**config.mk**
```make
export PLATFORM = sky130hd
export DESIGN_NAME = frac_div_sched
export DESIGN_NICKNAME = d
export VERILOG_FILES = /design/src/rtl/frac_div_sched.sv
export SDC_FILE = /design/constraint.sdc
export NUM_CORES = 1
export LEC_CHECK = 0
export BUFFER_PORTS_ARGS = -buffer_cell sky130_fd_sc_hd__clkbuf_2
export CAP_MARGIN = 15
export CELL_PAD_IN_SITES_DETAIL_PLACEMENT = 0
export CELL_PAD_IN_SITES_GLOBAL_PLACEMENT = 1
export CORE_MARGIN = 5
export CORE_UTILIZATION = 48
export CTS_BUF_LIST = sky130_fd_sc_hd__clkbuf_2 sky130_fd_sc_hd__clkbuf_4 sky130_fd_sc_hd__clkbuf_8
export CTS_CLUSTER_SIZE = 25
export DETAILED_ROUTE_END_ITERATION = 10
export PLACE_DENSITY = 0.95
export SYNTH_ARGS = -nofsm -noshare
export SYNTH_HDL_FRONTEND = slang
export SYNTH_SLANG_ARGS = --single-unit
export TNS_END_PERCENT = 30
```
**constraint.sdc**
```tcl
create_clock -name clk -period 8.33 [get_ports clk]
set_input_delay 1.2495 -clock clk [delete_from_list [all_inputs] [get_ports clk]]
set_output_delay 1.2495 -clock clk [all_outputs]
set_load 0.01 [all_outputs]
```
**src/rtl/frac_div_sched.sv**
```systemverilog
`default_nettype none
// ============================================================================
// Module   : frac_div_sched
// Brief    : Sequencer for an N / N+0.5 clock divider. Owns the divide
//            counter, applies ratio changes only at period boundaries and
//            emits posedge-domain phase requests for the divider cell.
// Revision : 1.0  initial release
// ============================================================================
module frac_div_sched #(
    parameter int CNT_W    = 4,
    parameter int DEF_DIV  = 3,
    parameter int DEF_HALF = 1
) (
    input  logic             clk,
    input  logic             rstn,
    input  logic             en_i,
    input  logic             cfg_valid_i,
    output logic             cfg_ready_o,
    input  logic [CNT_W-1:0] cfg_div_i,
    input  logic             cfg_half_i,
    output logic             cfg_err_o,
    output logic [CNT_W:0]   div_cnt_o,
    output logic             period_start_o,
    output logic             ph_pos_o,
    output logic             ph_neg_o,
    output logic             active_o,
    output logic [CNT_W-1:0] cur_div_o,
    output logic             cur_half_o
);

    localparam logic [CNT_W-1:0] c_DEF_DIV  = CNT_W'(DEF_DIV);
    localparam logic             c_DEF_HALF = (DEF_HALF != 0);
    localparam logic [CNT_W-1:0] c_MIN_DIV  = CNT_W'(2);
    localparam logic [CNT_W:0]   c_CNT_ONE  = (CNT_W+1)'(1);

    typedef enum logic [1:0] {
        S_IDLE  = 2'd0,
        S_RUN   = 2'd1,
        S_DRAIN = 2'd2
    } state_t;

    state_t           state_q, state_d;
    logic [CNT_W:0]   cnt_q, cnt_d;
    logic [CNT_W-1:0] cur_div_q, cur_div_d;
    logic             cur_half_q, cur_half_d;
    logic             pend_v_q, pend_v_d;
    logic [CNT_W-1:0] pend_div_q, pend_div_d;
    logic             pend_half_q, pend_half_d;
    logic             cfg_err_q, cfg_err_d;
    logic             ph_pos_q, ph_pos_d;
    logic             ph_neg_q, ph_neg_d;
    logic             pstart_q, pstart_d;

    logic             active_w;
    logic             active_d_w;
    logic [CNT_W:0]   last_cnt_w;
    logic             at_last_w;
    logic             accept_w;
    logic             legal_w;
    logic [CNT_W:0]   half_n_w;
    logic [CNT_W:0]   neg_end_w;
    logic [CNT_W:0]   div_ext_w;

    always_ff @(posedge clk) begin
        if (!rstn) begin
            state_q     <= S_IDLE;
            cnt_q       <= '0;
            cur_div_q   <= c_DEF_DIV;
            cur_half_q  <= c_DEF_HALF;
            pend_v_q    <= 1'b0;
            pend_div_q  <= '0;
            pend_half_q <= 1'b0;
            cfg_err_q   <= 1'b0;
            ph_pos_q    <= 1'b0;
            ph_neg_q    <= 1'b0;
            pstart_q    <= 1'b0;
        end else begin
            state_q     <= state_d;
            cnt_q       <= cnt_d;
            cur_div_q   <= cur_div_d;
            cur_half_q  <= cur_half_d;
            pend_v_q    <= pend_v_d;
            pend_div_q  <= pend_div_d;
            pend_half_q <= pend_half_d;
            cfg_err_q   <= cfg_err_d;
            ph_pos_q    <= ph_pos_d;
            ph_neg_q    <= ph_neg_d;
            pstart_q    <= pstart_d;
        end
    end

    always_comb begin
        state_d     = state_q;
        cnt_d       = cnt_q;
        cur_div_d   = cur_div_q;
        cur_half_d  = cur_half_q;
        pend_v_d    = pend_v_q;
        pend_div_d  = pend_div_q;
        pend_half_d = pend_half_q;

        active_w   = (state_q != S_IDLE);
        // Last count of the period: 2N for N+0.5, N-1 for integer N.
        last_cnt_w = cur_half_q ? {cur_div_q, 1'b0} : ({1'b0, cur_div_q} - c_CNT_ONE);
        at_last_w  = active_w && (cnt_q == last_cnt_w);
        accept_w   = cfg_valid_i && !pend_v_q;
        legal_w    = (cfg_div_i >= c_MIN_DIV);
        cfg_err_d  = accept_w && !legal_w;

        if (pend_v_q && ((state_q == S_IDLE) || at_last_w)) begin
            cur_div_d  = pend_div_q;
            cur_half_d = pend_half_q;
            pend_v_d   = 1'b0;
        end else if (accept_w && legal_w) begin
            if (state_q == S_IDLE) begin
                cur_div_d  = cfg_div_i;
                cur_half_d = cfg_half_i;
            end else begin
                pend_div_d  = cfg_div_i;
                pend_half_d = cfg_half_i;
                pend_v_d    = 1'b1;
            end
        end

        case (state_q)
            S_IDLE: begin
                cnt_d = '0;
                if (en_i) begin
                    state_d = S_RUN;
                end
            end
            S_RUN: begin
                cnt_d = at_last_w ? '0 : (cnt_q + c_CNT_ONE);
                if (!en_i) begin
                    state_d = at_last_w ? S_IDLE : S_DRAIN;
                end
            end
            S_DRAIN: begin
                cnt_d = at_last_w ? '0 : (cnt_q + c_CNT_ONE);
                if (en_i) begin
                    state_d = S_RUN;
                end else if (at_last_w) begin
                    state_d = S_IDLE;
                end
            end
            default: begin
                state_d = S_IDLE;
                cnt_d   = '0;
            end
        endcase

        // Phase decode uses next-cycle ratio/count so outputs stay aligned with div_cnt.
        active_d_w = (state_d != S_IDLE);
        div_ext_w  = {1'b0, cur_div_d};
        half_n_w   = div_ext_w >> 1;
        neg_end_w  = div_ext_w + half_n_w;
        ph_pos_d   = active_d_w && (cnt_d < half_n_w);
        ph_neg_d   = active_d_w && cur_half_d && (cnt_d >= div_ext_w) && (cnt_d < neg_end_w);
        pstart_d   = active_d_w && (cnt_d == '0);
    end

    assign cfg_ready_o    = !pend_v_q;
    assign cfg_err_o      = cfg_err_q;
    assign div_cnt_o      = cnt_q;
    assign period_start_o = pstart_q;
    assign ph_pos_o       = ph_pos_q;
    assign ph_neg_o       = ph_neg_q;
    assign active_o       = (state_q != S_IDLE);
    assign cur_div_o      = cur_div_q;
    assign cur_half_o     = cur_half_q;

endmodule
`default_nettype wire
```
[Word-level counts from Yosys, hierarchy flattened]
Cells that the tools add are included.
Cells by class
  add/subtract/negate cells: 3
  $mul: 0
  divide/modulo/power cells: 0
  order comparisons: 4
  equal/unequal tests: 3
  shift operators: 0
  multiplexer cells: 15
  bitwise logic cells: 3
  reduce and logical (&&, ||, !) cells: 21
Operators by type and width (number)
  $mux 5: 3
  $mux 4: 3
  $logic_and 1x1->1: 10
  $mux 2: 5
  $pmux 2 s3: 1
  $add 4x3->5: 1
  $add 5x1->5 const B: 1
  $eq 5x5->1: 1
  $ge 5x4->1: 1
  $logic_not 5->1: 1
  $lt 5x3->1: 1
  $lt 5x5->1: 1
  $sub 4x1->5 const B: 1
  $ge 4x2->1 const B: 1
  $reduce_bool 2->1: 2
  $reduce_or 2->1: 2
  $mux 1: 3
  $not 1->1: 3
  $reduce_and 3->1: 1
  $eq 2x1->1 const B: 1
  $eq 2x2->1 const B: 1
  $logic_not 1->1: 2
  $logic_not 2->1: 1
  $reduce_and 2->1: 1
  $logic_or 1x1->1: 1
Word-level totals
  flip-flop bits (word level): 22
  latch bits: 0
  memory bits (writable): 0
  ROM bits: 0
  bits of input ports: 9
  output and inout port bits: 16
  logic and storage cells: 60
  memories: 0

[Logic depth before layout (Yosys ltp)]
  depth after elaboration: 11
  gate-level depth with buffers: 20
  depth with buffers taken out: 18

[Least setup slack after synthesis]
No wires, ideal clock.
  kind: input -> register
  from: input cfg_div_i[3]
  to: register ph_neg_q, in the netlist ph_neg_o
  library setup time: 92 ps
  arrival time: 4450 ps
  data required time: 8238 ps
  path slack: 3788 ps
  cell stages on the path: 15
  buffers on the path: 0
  cells stage by stage: or3_1 nand3_1 mux2i_1 a22o_1 a211oi_2 ha_1 inv_1 or4_1 o221ai_1 nor3_2 ha_1 a21o_1 a21oi_1 o31ai_1 nor4_1
On the way
  cells in the longest elaborated chain, start to end: 7
  elaborated cells between the ends (all ways): 13
  classes of those cells: 1 x add/sub; 3 x order compare; 5 x mux; 4 x reduce/logical
RTL lines
  from (decl): line 19  | input logic [CNT_W-1:0] cfg_div_i,
  $ge 4x2->1 *: line 106  | legal_w = (cfg_div_i >= c_MIN_DIV);
  $logic_and 1x1->1 *: line 113  | end else if (accept_w && legal_w) begin
  $mux 4 *: line 113
  $mux 4 *: line 109  | if (pend_v_q && ((state_q == S_IDLE) || at_last_w)) begin
  net cur_div_d[1]: line 44  | logic [CNT_W-1:0] cur_div_q, cur_div_d;
  $add 4x3->5 or $ge 5x4->1 (tied branches): line 155, 157
  $lt 5x5->1 or $logic_and 1x1->1 (tied branches): line 157  | ph_neg_d = active_d_w && cur_half_d && (cnt_d >= div_ext_w) && (cnt_d < neg_end_w);
  $logic_and 1x1->1 *: line 157
  to (signal assigned): line 87  | ph_neg_q <= ph_neg_d;
  to (decl): line 51  | logic ph_neg_q, ph_neg_d;
The timed path passes the listed nets; every way through them passes the cells marked *.
A chain may end at the register's enable or synchronous reset.

[Worst setup path in the final report]
  from: input cfg_div_i[3]
  to: register ph_neg_q, in the netlist ph_neg_o
On the way
  cells in the longest elaborated chain, start to end: 7
  elaborated cells between the ends (all ways): 13
  classes of those cells: 1 x add/sub; 3 x order compare; 5 x mux; 4 x reduce/logical
RTL lines (line)
  $ge 4x2->1: 106
  $logic_and 1x1->1: 113
  $mux 4 *: 113
  $mux 4 *: 109
  net cur_div_d[3]: 44
  $add 4x3->5 or $ge 5x4->1 (tied branches): 155, 157
  $lt 5x5->1 or $logic_and 1x1->1 (tied branches): 157
  $logic_and 1x1->1 *: 157
Marked as above.

==> results.py <==
metrics = {
    "timing": {
        "finalHoldViolations": 0,
        "clock_skew_ns": 0.000736,
        "tns_ns": 0,
        "finalMaxSlewViolations": 0,
        "rsz0062_at_grt": "no",
        "finalSetupViolCount": 0,
        "max_freq_ghz": 0.212,
        "period_needed_ns": 4.72,
        "timing.final.crit_share_pct": 56.7,
        "tightest_slew_ns": 0.694,
        "slew_headroom_pct": 53.3,
    },
    "logic_synthesis": {
        "ys_seq_area_share_pct": 24.7,
        "ys.warnings.count": 0,
        "synth-seq-cells": 22,
        "yosys.cell_types.count": 54,
        "syn_area_per_cell_um2": 8.46,
        "synth_nets": 240,
        "synth_top_cell_area_share_pct": 24.7,
        "netlist_area_um2": 1790,
        "ys.flop_type": "dfxtp_1",
        "synth.largest_area_cell": "dfxtp_1",
        "yosysMostFrequentCell": "nor2_1",
        "yosys-top-cells-count": "25 x nor2_1, 22 x dfxtp_1, 20 x ha_1",
        "syn_inst": 211,
        "synth.area.top_cells": "dfxtp_1 25%, ha_1 14%, nor2_1 5.3%",
        "synthArstFlopShare_pct": 0,
        "synth-edff-count": 0,
    },
    "route": {
        "vias": 1577,
        "drtIter0Drc": 75,
        "wl_mm": 3.99,
        "ant_nets": 0,
        "route.detailed.drc": 0,
        "firstDrtPassIters": 4,
        "wire_per_inst_um": 14.3,
        "avgViaCountPerCell": 5.67,
    },
    "worst_setup_path": {
        "crit_required_ns": 8.51,
        "reg2reg_to": "ph_neg_o$_SDFF_PN0_",
        "startpoint_type": "input port",
        "path_max_fanout": 7,
        "path_class": "input port to flip-flop",
        "reg2reg_slack_ns": 4.00,
        "reg2reg_from": "state_q[1]$_SDFF_PN0_",
        "critPathArrivalTime_ns": 4.90,
        "reg2reg_depth": 16,
        "crit_path_end_kind": "flip-flop",
    },
    "run_status": {
        "status": "finished, final reports clean",
    },
    "final_layout": {
        "ff_latch_area_um2": 440,
        "nNetsFinal": 260,
        "drive_gt1_share_pct": 17.0,
        "diodes": 0,
        "final_util_pct": 54.6,
        "fill_cells": 356,
        "syn2layout_area_growth_pct": 11.1,
        "multiInputGateArea_um2": 1250,
    },
    "pwr": {
        "power_mw": 0.383,
        "p_leak_nw": 0.910,
        "ir_drop_v": 0.0000790,
        "p_per_area_nw_per_um2": 193,
    },
    "floorplanning": {
        "core_um2": 3630,
        "start_util_pct": 49.1,
        "die-area_um2": 5040,
        "die_w_um": 71.0,
        "rows": 22,
        "chipHeight_um": 71.0,
        "io_pins": 25,
    },
    "clocking": {
        "cts.clk_slew.worst_paths_ns": 0.08,
        "clkLatencyLatePin_ns": 0.27,
        "cts_tree": "done",
        "hold_buffers": 0,
        "post_cts_resized": 0,
        "ctsLongestPathBuffers": 2,
        "cts_setup_buffers": 0,
        "cts_buffers": 3,
        "root_buffer": "clkbuf_8",
        "htreeDepth": 1,
        "clkSinkCount": 22,
    },
    "grt": {
        "grt_max_degree": 17,
        "antenna_found_initial": 0,
        "grtUsageTotal_pct": 15.7,
        "grt_remaining_overflow": 0,
        "grt_pass1_vias": 1402,
        "grt_pass1_wl_mm": 6.43,
    },
    "min_path": {
        "min_path_type": "flip-flop to flip-flop",
        "min_path_cells": 2,
        "hp-start": "pend_div_q[2]$_SDFFE_PN0P_",
        "min_to": "pend_div_q[2]$_SDFFE_PN0P_",
    },
    "place": {
        "place.gp.congestion": 0.812,
        "dp_hpwl_mm": 3.18,
        "portBuffers": 24,
    },
    "flow_run": {
        "max_cap_violations": 0,
    },
}
## power by group
part	switching (mW)	internal [mW]	leakage, nW
logic	0.0995	0.0778	0.702
registers	0.0132	0.114	0.180
clock network	0.0366	0.0422	0.0288
## per-stage QoR
step                instance area, um2  hold WS [ns]  setup slack, ns  instances
finish                            1980         0.500             3.61        278
global route                      1980         0.526             3.33        278
CTS                               1980         0.504             3.63        278
detailed placement                1930         0.484             3.36        274
global placement                  1930         0.472             3.39        274
floorplan                         1790         0.454             3.79        211
## layout by cell type (no fill, tap or decap), drive strengths merged, types with 7 or more instances in the layout
| cell type | synthesis | routed |
|---|---|---|
| clkbuf | 7 | 28 |
| nor2 | 25 | 25 |
| dfxtp | 22 | 22 |
| ha | 20 | 20 |
| inv | 16 | 16 |
| nand2 | 10 | 10 |
| mux2i | 7 | 7 |
| a21oi | 7 | 7 |
## flip-flops by register name, indices dropped and copies added (netlist names)
signal / cells
div_cnt_o: 5
cur_div_o: 4
pend_div_q: 4
state_q: 2
cfg_err_o: 1
cur_half_o: 1
pend_half_q: 1
pend_v_q: 1
period_start_o: 1
ph_neg_o: 1
ph_pos_o: 1
## worst max-delay path by stage
stage,from,end,slack [ns],cells past startpoint
finish,cfg_div_i[3],ph_neg_o$_SDFF_PN0_,3.61,17
global route,cfg_div_i[3],ph_neg_o$_SDFF_PN0_,3.33,17
floorplan,cfg_div_i[3],ph_neg_o$_SDFF_PN0_,3.79,15
global placement,cfg_div_i[3],ph_neg_o$_SDFF_PN0_,3.39,16
detailed placement,cfg_div_i[3],ph_neg_o$_SDFF_PN0_,3.36,16
CTS,cfg_div_i[3],ph_neg_o$_SDFF_PN0_,3.63,16
## final cells by class
cell class / instances / share of cell area [%]
clock buffers: 4 / 2.77
inverters: 16 / 3.03
multi-input cells: 164 / 62.9
flip-flops and latches: 22 / 22.2
well taps: 48 / 3.03
repair buffers: 24 / 6.05
## kinds of logic after synthesis
kind of cell / Yosys count / synth area share [%]
xor gates and xnor gates: 11 / 6.24
buffers and inverters: 25 / 5.40
adders and majority gates: 20 / 14.0
DFF: 22 / 24.7
AOI/OAI and AO/OA: 47 / 20.7
muxes: 11 / 6.45
and+or+nand+nor: 75 / 22.6
## per-layer routing
metal	GRT usage, %	wire length, um
met1	20.7	1890
met2	26.0	1860
met3	1.99	166
met4	6.26	70
met5	0	0
## critical path: stages
cell      delay (ns)
clkbuf_2        0.10
or3_1           0.43
nand3_1         0.23
mux2_2          0.37
a311oi_1        0.42
or3_1           0.36
inv_1           0.10
ha_1            0.31
inv_1           0.12
o31ai_1         0.08
o221ai_1        0.23
nor3_2          0.06
ha_1            0.30
a21o_1          0.17
a21oi_1         0.13
o31ai_1         0.08
nor4_1          0.15
Power figures use the tool's default switching activity.
